<file path="config.mk">
export PLATFORM = sky130hd
export DESIGN_NAME = ifm_window_feeder
export DESIGN_NICKNAME = d
export VERILOG_FILES = /design/src/rtl/ifm_window_feeder.sv
export SDC_FILE = /design/constraint.sdc
export NUM_CORES = 2
export LEC_CHECK = 0
export BUFFER_PORTS_ARGS = -buffer_cell sky130_fd_sc_hd__buf_4
export CAP_MARGIN = 40
export CORE_MARGIN = 5
export CORE_UTILIZATION = 42
export CTS_CLUSTER_DIAMETER = 60
export DETAILED_ROUTE_END_ITERATION = 10
export GPL_TIMING_DRIVEN = 0
export PLACE_DENSITY_LB_ADDON = 0.15
export SLEW_MARGIN = 20
export SYNTH_ARGS = -nofsm -noshare
export SYNTH_HDL_FRONTEND = slang
export SYNTH_SLANG_ARGS = --single-unit
</file>
<file path="constraint.sdc">
create_clock -name clk -period 4.3 [get_ports clk]
set_clock_uncertainty 0.15 [all_clocks]
set_input_delay 0.86 -clock clk [delete_from_list [all_inputs] [get_ports clk]]
set_output_delay 0.86 -clock clk [all_outputs]
set_load 0.005 [all_outputs]
</file>
<file path="src/rtl/ifm_window_feeder.sv">
// Buffers one IMG_H x IMG_W frame plus nine kernel weights, then streams every
// valid 3x3 window on consecutive cycles to the convolution stage.
module ifm_window_feeder #(
    parameter int IMG_W  = 7,
    parameter int IMG_H  = 7,
    parameter int DATA_W = 8
) (
    input  logic              clk,
    input  logic              rst_n,
    input  logic              i_pix_valid,
    input  logic [DATA_W-1:0] i_pix_data,
    output logic              o_pix_ready,
    input  logic              i_wt_valid,
    input  logic [DATA_W-1:0] i_wt_data,
    output logic              o_wt_ready,
    output logic              o_win_valid,
    output logic [DATA_W-1:0] o_win_1,
    output logic [DATA_W-1:0] o_win_2,
    output logic [DATA_W-1:0] o_win_3,
    output logic [DATA_W-1:0] o_win_4,
    output logic [DATA_W-1:0] o_win_5,
    output logic [DATA_W-1:0] o_win_6,
    output logic [DATA_W-1:0] o_win_7,
    output logic [DATA_W-1:0] o_win_8,
    output logic [DATA_W-1:0] o_win_9,
    output logic              o_weight_valid,
    output logic [DATA_W-1:0] o_weight_1,
    output logic [DATA_W-1:0] o_weight_2,
    output logic [DATA_W-1:0] o_weight_3,
    output logic [DATA_W-1:0] o_weight_4,
    output logic [DATA_W-1:0] o_weight_5,
    output logic [DATA_W-1:0] o_weight_6,
    output logic [DATA_W-1:0] o_weight_7,
    output logic [DATA_W-1:0] o_weight_8,
    output logic [DATA_W-1:0] o_weight_9,
    output logic              o_frame_done
);

    localparam int NPIX = IMG_W * IMG_H;
    localparam int NWIN = (IMG_H - 2) * (IMG_W - 2);
    localparam int IW   = $clog2(NPIX);
    localparam int PCW  = $clog2(NPIX + 1);
    localparam int RW   = $clog2(IMG_H);
    localparam int CW   = $clog2(IMG_W);
    localparam int WCW  = $clog2(NWIN + 1);

    typedef enum logic [1:0] {S_LOAD, S_EMIT, S_DONE} state_t;

    state_t            r_state;
    logic [PCW-1:0]    r_pix_cnt;
    logic [3:0]        r_wt_cnt;
    logic [RW-1:0]     r_row;
    logic [CW-1:0]     r_col;
    logic [WCW-1:0]    r_win_cnt;
    logic              r_pix_ready;
    logic              r_wt_ready;
    logic              r_win_valid;
    logic              r_weight_valid;
    logic              r_frame_done;
    logic [DATA_W-1:0] r_frame [NPIX];
    logic [DATA_W-1:0] r_wt    [9];
    logic [DATA_W-1:0] r_win   [9];

    logic              w_pix_accept;
    logic              w_wt_accept;
    logic              w_pix_full;
    logic              w_wt_full;
    logic [IW-1:0]     w_base;
    logic [IW-1:0]     w_idx   [9];

    assign w_pix_accept = i_pix_valid & r_pix_ready;
    assign w_wt_accept  = i_wt_valid & r_wt_ready;
    assign w_pix_full   = (r_pix_cnt == PCW'(NPIX));
    assign w_wt_full    = (r_wt_cnt == 4'd9);

    // (r_row, r_col) always names the next window to present
    always_comb begin
        w_base = IW'(r_row) * IW'(IMG_W) + IW'(r_col);
        for (int k = 0; k < 9; k++) begin
            w_idx[k] = w_base + IW'((k / 3) * IMG_W + (k % 3));
        end
    end

    always_ff @(posedge clk) begin
        if (w_pix_accept) begin
            r_frame[r_pix_cnt[IW-1:0]] <= i_pix_data;
        end
    end

    always_ff @(posedge clk or negedge rst_n) begin
        if (!rst_n) begin
            for (int k = 0; k < 9; k++) begin
                r_wt[k] <= '0;
            end
        end else if (w_wt_accept) begin
            r_wt[r_wt_cnt] <= i_wt_data;
        end
    end

    always_ff @(posedge clk or negedge rst_n) begin
        if (!rst_n) begin
            r_state        <= S_LOAD;
            r_pix_cnt      <= '0;
            r_wt_cnt       <= '0;
            r_row          <= '0;
            r_col          <= '0;
            r_win_cnt      <= '0;
            r_pix_ready    <= 1'b1;
            r_wt_ready     <= 1'b1;
            r_win_valid    <= 1'b0;
            r_weight_valid <= 1'b0;
            r_frame_done   <= 1'b0;
            for (int k = 0; k < 9; k++) begin
                r_win[k] <= '0;
            end
        end else begin
            case (r_state)
                S_LOAD: begin
                    if (w_pix_accept) begin
                        r_pix_cnt <= r_pix_cnt + PCW'(1);
                        if (r_pix_cnt == PCW'(NPIX - 1)) begin
                            r_pix_ready <= 1'b0;
                        end
                    end
                    if (w_wt_accept) begin
                        r_wt_cnt <= r_wt_cnt + 4'd1;
                        if (r_wt_cnt == 4'd8) begin
                            r_wt_ready <= 1'b0;
                        end
                    end
                    if (w_pix_full && w_wt_full) begin
                        r_state        <= S_EMIT;
                        r_win_valid    <= 1'b1;
                        r_weight_valid <= 1'b1;
                        r_win_cnt      <= '0;
                        for (int k = 0; k < 9; k++) begin
                            r_win[k] <= r_frame[w_idx[k]];
                        end
                        if (r_col == CW'(IMG_W - 3)) begin
                            r_col <= '0;
                            r_row <= r_row + RW'(1);
                        end else begin
                            r_col <= r_col + CW'(1);
                        end
                    end
                end
                S_EMIT: begin
                    r_weight_valid <= 1'b0;
                    if (r_win_cnt == WCW'(NWIN - 1)) begin
                        r_state      <= S_DONE;
                        r_win_valid  <= 1'b0;
                        r_frame_done <= 1'b1;
                    end else begin
                        r_win_cnt <= r_win_cnt + WCW'(1);
                        for (int k = 0; k < 9; k++) begin
                            r_win[k] <= r_frame[w_idx[k]];
                        end
                        if (r_col == CW'(IMG_W - 3)) begin
                            r_col <= '0;
                            r_row <= r_row + RW'(1);
                        end else begin
                            r_col <= r_col + CW'(1);
                        end
                    end
                end
                S_DONE: begin
                    r_state      <= S_LOAD;
                    r_frame_done <= 1'b0;
                    r_pix_cnt    <= '0;
                    r_wt_cnt     <= '0;
                    r_row        <= '0;
                    r_col        <= '0;
                    r_win_cnt    <= '0;
                    r_pix_ready  <= 1'b1;
                    r_wt_ready   <= 1'b1;
                end
                default: r_state <= S_LOAD;
            endcase
        end
    end

    assign o_pix_ready    = r_pix_ready;
    assign o_wt_ready     = r_wt_ready;
    assign o_win_valid    = r_win_valid;
    assign o_weight_valid = r_weight_valid;
    assign o_frame_done   = r_frame_done;

    assign o_win_1 = r_win[0];
    assign o_win_2 = r_win[1];
    assign o_win_3 = r_win[2];
    assign o_win_4 = r_win[3];
    assign o_win_5 = r_win[4];
    assign o_win_6 = r_win[5];
    assign o_win_7 = r_win[6];
    assign o_win_8 = r_win[7];
    assign o_win_9 = r_win[8];

    assign o_weight_1 = r_wt[0];
    assign o_weight_2 = r_wt[1];
    assign o_weight_3 = r_wt[2];
    assign o_weight_4 = r_wt[3];
    assign o_weight_5 = r_wt[4];
    assign o_weight_6 = r_wt[5];
    assign o_weight_7 = r_wt[6];
    assign o_weight_8 = r_wt[7];
    assign o_weight_9 = r_wt[8];

endmodule

</file>
==> results.toml <==
[pwr]
p_sw_mw = 5.298
power.total_mw = 17.35
leakage_nw = 15.86
netSwitchingFraction_pct = 30.53
p_clk_share_pct = 37.3
seqPwrFrac_pct = 38.8
ir_drop_mv = 0.3737
p_int_mw = 12.05
combinationalPowerShare_pct = 23.9
power_per_cell_area_nw_per_um2 = 391.0

[setup_path]
worstPathArrival_ps = 5180
crit_fanout = 7
start_kind = "register"
crit_chain = "fa_1 -> inv_2 -> fa_1 -> inv_2 -> fa_2 -> ha_4 -> xnor3_2 -> buf_12 -> buf_6 -> mux2_2 -> o211ai_1 -> and3_4 -> o31ai_4"
worst_path_max_delay_cell = "fa_2"
worstSetupPathType = "reg2reg"
cp.required_ps = 4630
slowest_delay_ps = 700
setup.worst_path.end_class = "register"

[finish]
regArea_um2 = 16080
final_cells = 3922
largest_reg_flops = 392
utilization_pct = 55.09
nets = 2854
final_cell_mix = "edfxtp_1 (392), buf_4 (283), mux4_2 (270), mux2i_1 (248), dfrtp_1 (167)"
fillCellCount = 6569
antenna_cells = 0
area_delta_synth_final_pct = 29.88
multi_input_area_um2 = 19210
drive_gt1_share_pct = 49.48
finalInstanceArea_um2 = 44370
final_common_cell = "edfxtp_1"

[floorplan]
coreArea_um2 = 80550
std_cell_rows = 104
initial_core_util_pct = 42.42
die_area_um2 = 87150
io_pins = 169
dieHeight_um = 295.2
die_w_um = 295.2

[synth]
synth_compound_gate_area_share_pct = 6.705
synthDistinctLibCells = 68
synthSimpleGateAreaFrac_pct = 5.325
synth_mux_area_share_pct = 34.56
synth-seq-cells = 564
synthFlopType = "edfxtp_1"
syn-num-nets = 2442
synth-seq-area-share_pct = 47.06
synth_fa_ha_area_share_pct = 1.296
synth_edf_count = 392
async_reset_ff_share_pct = 30.50
avgSynthCellArea_um2 = 14.30
yosys_warnings = 0
synth_top_family_by_area = "multiplexers"
postSynthCellCount = 2389
synth_area_um2 = 34170
synth_xor_area_share_pct = 1.622

[clock_tree]
clock_latency_ps = 630
cts_hold_buffers = 0
clock_sinks = 564
clkTransAtPathRegs_ps = 60
cts.path.max_buffers = 3
htree_levels = 3
numCtsBuffers = 74
cts_root_buffer = "clkbuf_16"
cts_tree = "done"

[sta]
setup_violations = 60
fmax_mhz = 206.5
post-route-min-period_ps = 4843
fin_hold_ws_ps = 93.28
setup_ws_ps = -543.4
max_slew_margin_pct = 38.51
final.setup.tns_ps = -20180
tightest_slew_ps = 922.4
min_period_over_period_pct = 112.6
rsz0062_at_grt = "yes"
finalMaxSlewViolations = 0
hold_viol = 0

[run_status]
violations = "setup timing"
status = "complete, but fails checks"

[grt]
antenna_found_initial = 3
grt_util_all_layers_pct = 37.15
grt_pass1_vias = 26140
gr-total-overflow = 0
grt_max_degree = 90
grt_pass1_wl_um = 222800

[detailed_routing]
drt_wl_total_um = 164700
viasPerCell = 6.853
drt_iter0_drc = 3629
wl_per_cell_um = 41.99
ant_nets = 0
drc = 0
vias = 26880
drt_pass1_iterations = 5

[placed_design]
place_inst = 3653
place_area_um2 = 37380
port_buffers = 168
dp_slack_ps = -2371
gp_congestion = 1.028
hpwlAfterDp_um = 123200

[hold_path]
min_path_type = "in2async"

[run]
maxCapViolCount = 0
-- worst max-delay path: cells and delay by family, from the launching register on --
family,cells,cell delay (ps)
adders and majority gates,4,2010
AOI/OAI and AO/OA,2,700
buffers and inverters,4,430
DFF,1,420
xor gates and xnor gates,1,370
and+or+nand+nor,1,360
muxes,1,260
-- cell families after synthesis --
group / Yosys count
multiplexers: 798
flip-flops: 564
AND/OR/NAND/NOR: 411
AO/OA/AOI/OAI: 332
buffers and inverters: 218
XOR/XNOR: 33
adder cells (fa/ha/maj): 33
-- final timing paths --
kind                       slack (ps)             to       start  depth (start not counted)
max                              -540     o_win_3[0]    r_row[1]                         13
min                                90  o_weight_5[7]       rst_n                          1
max reg2reg                      -540     o_win_3[0]    r_row[1]                         13
min reg2reg                       330     o_win_5[1]  o_win_5[1]                          1
max in group asynchronous        2890       r_row[0]       rst_n                          2
min in group clk                  330     o_win_5[1]  o_win_5[1]                          1
-- synthesized netlist by cell type (35+ instances only) --
library cell	count	share of area [%]
edfxtp_1	392	34
mux2i_1	313	9.2
mux4_2	270	18
dfrtp_1	170	12
mux2_2	170	5.6
nand2_1	164	1.8
nor2_1	118	1.3
clkbuf_1	70	0.77
a211oi_1	60	1.3
buf_2	55	0.81
nand3_1	35	0.51
-- layout make-up --
class	count	share of cell area, %
clock inverters	45	1.142
flip-flops and latches	564	36.24
plain buffers	175	3.778
clock buffers	92	4.560
inverters	33	0.3553
well taps	1060	2.989
multi-input cells	1607	43.30
repair buffers	346	7.630
-- routing by layer --
layer  track usage (%)  wire length (um)  vias to the layer above
met3             11.40             20530                      359
met1             50.65             63180                    14080
li1                  -                 -                    10440
met4             17.15             10070                        2
met5                 0               108                        -
met2             54.97             70790                     1998
-- power groups by stage --
stage / combinational [mW] / clock [mW] / sequential (mW)
after floorplan: 1.86 / 0 / 6.76
after global placement: 3.66 / 0 / 6.79
after detailed placement: 3.77 / 0 / 6.81
after CTS: 4.03 / 6.52 / 6.72
after global routing: 4.28 / 6.72 / 6.79
final: 4.15 / 6.47 / 6.73
-- repair_timing --
item	in CTS	in global routing
endpoints found under the setup margin	72	72
gates resized for setup	531	155
pin swaps	118	104
setup buffers	98	32
gates cloned	8	3
No activity file was read; power rests on OpenSTA's default activity.
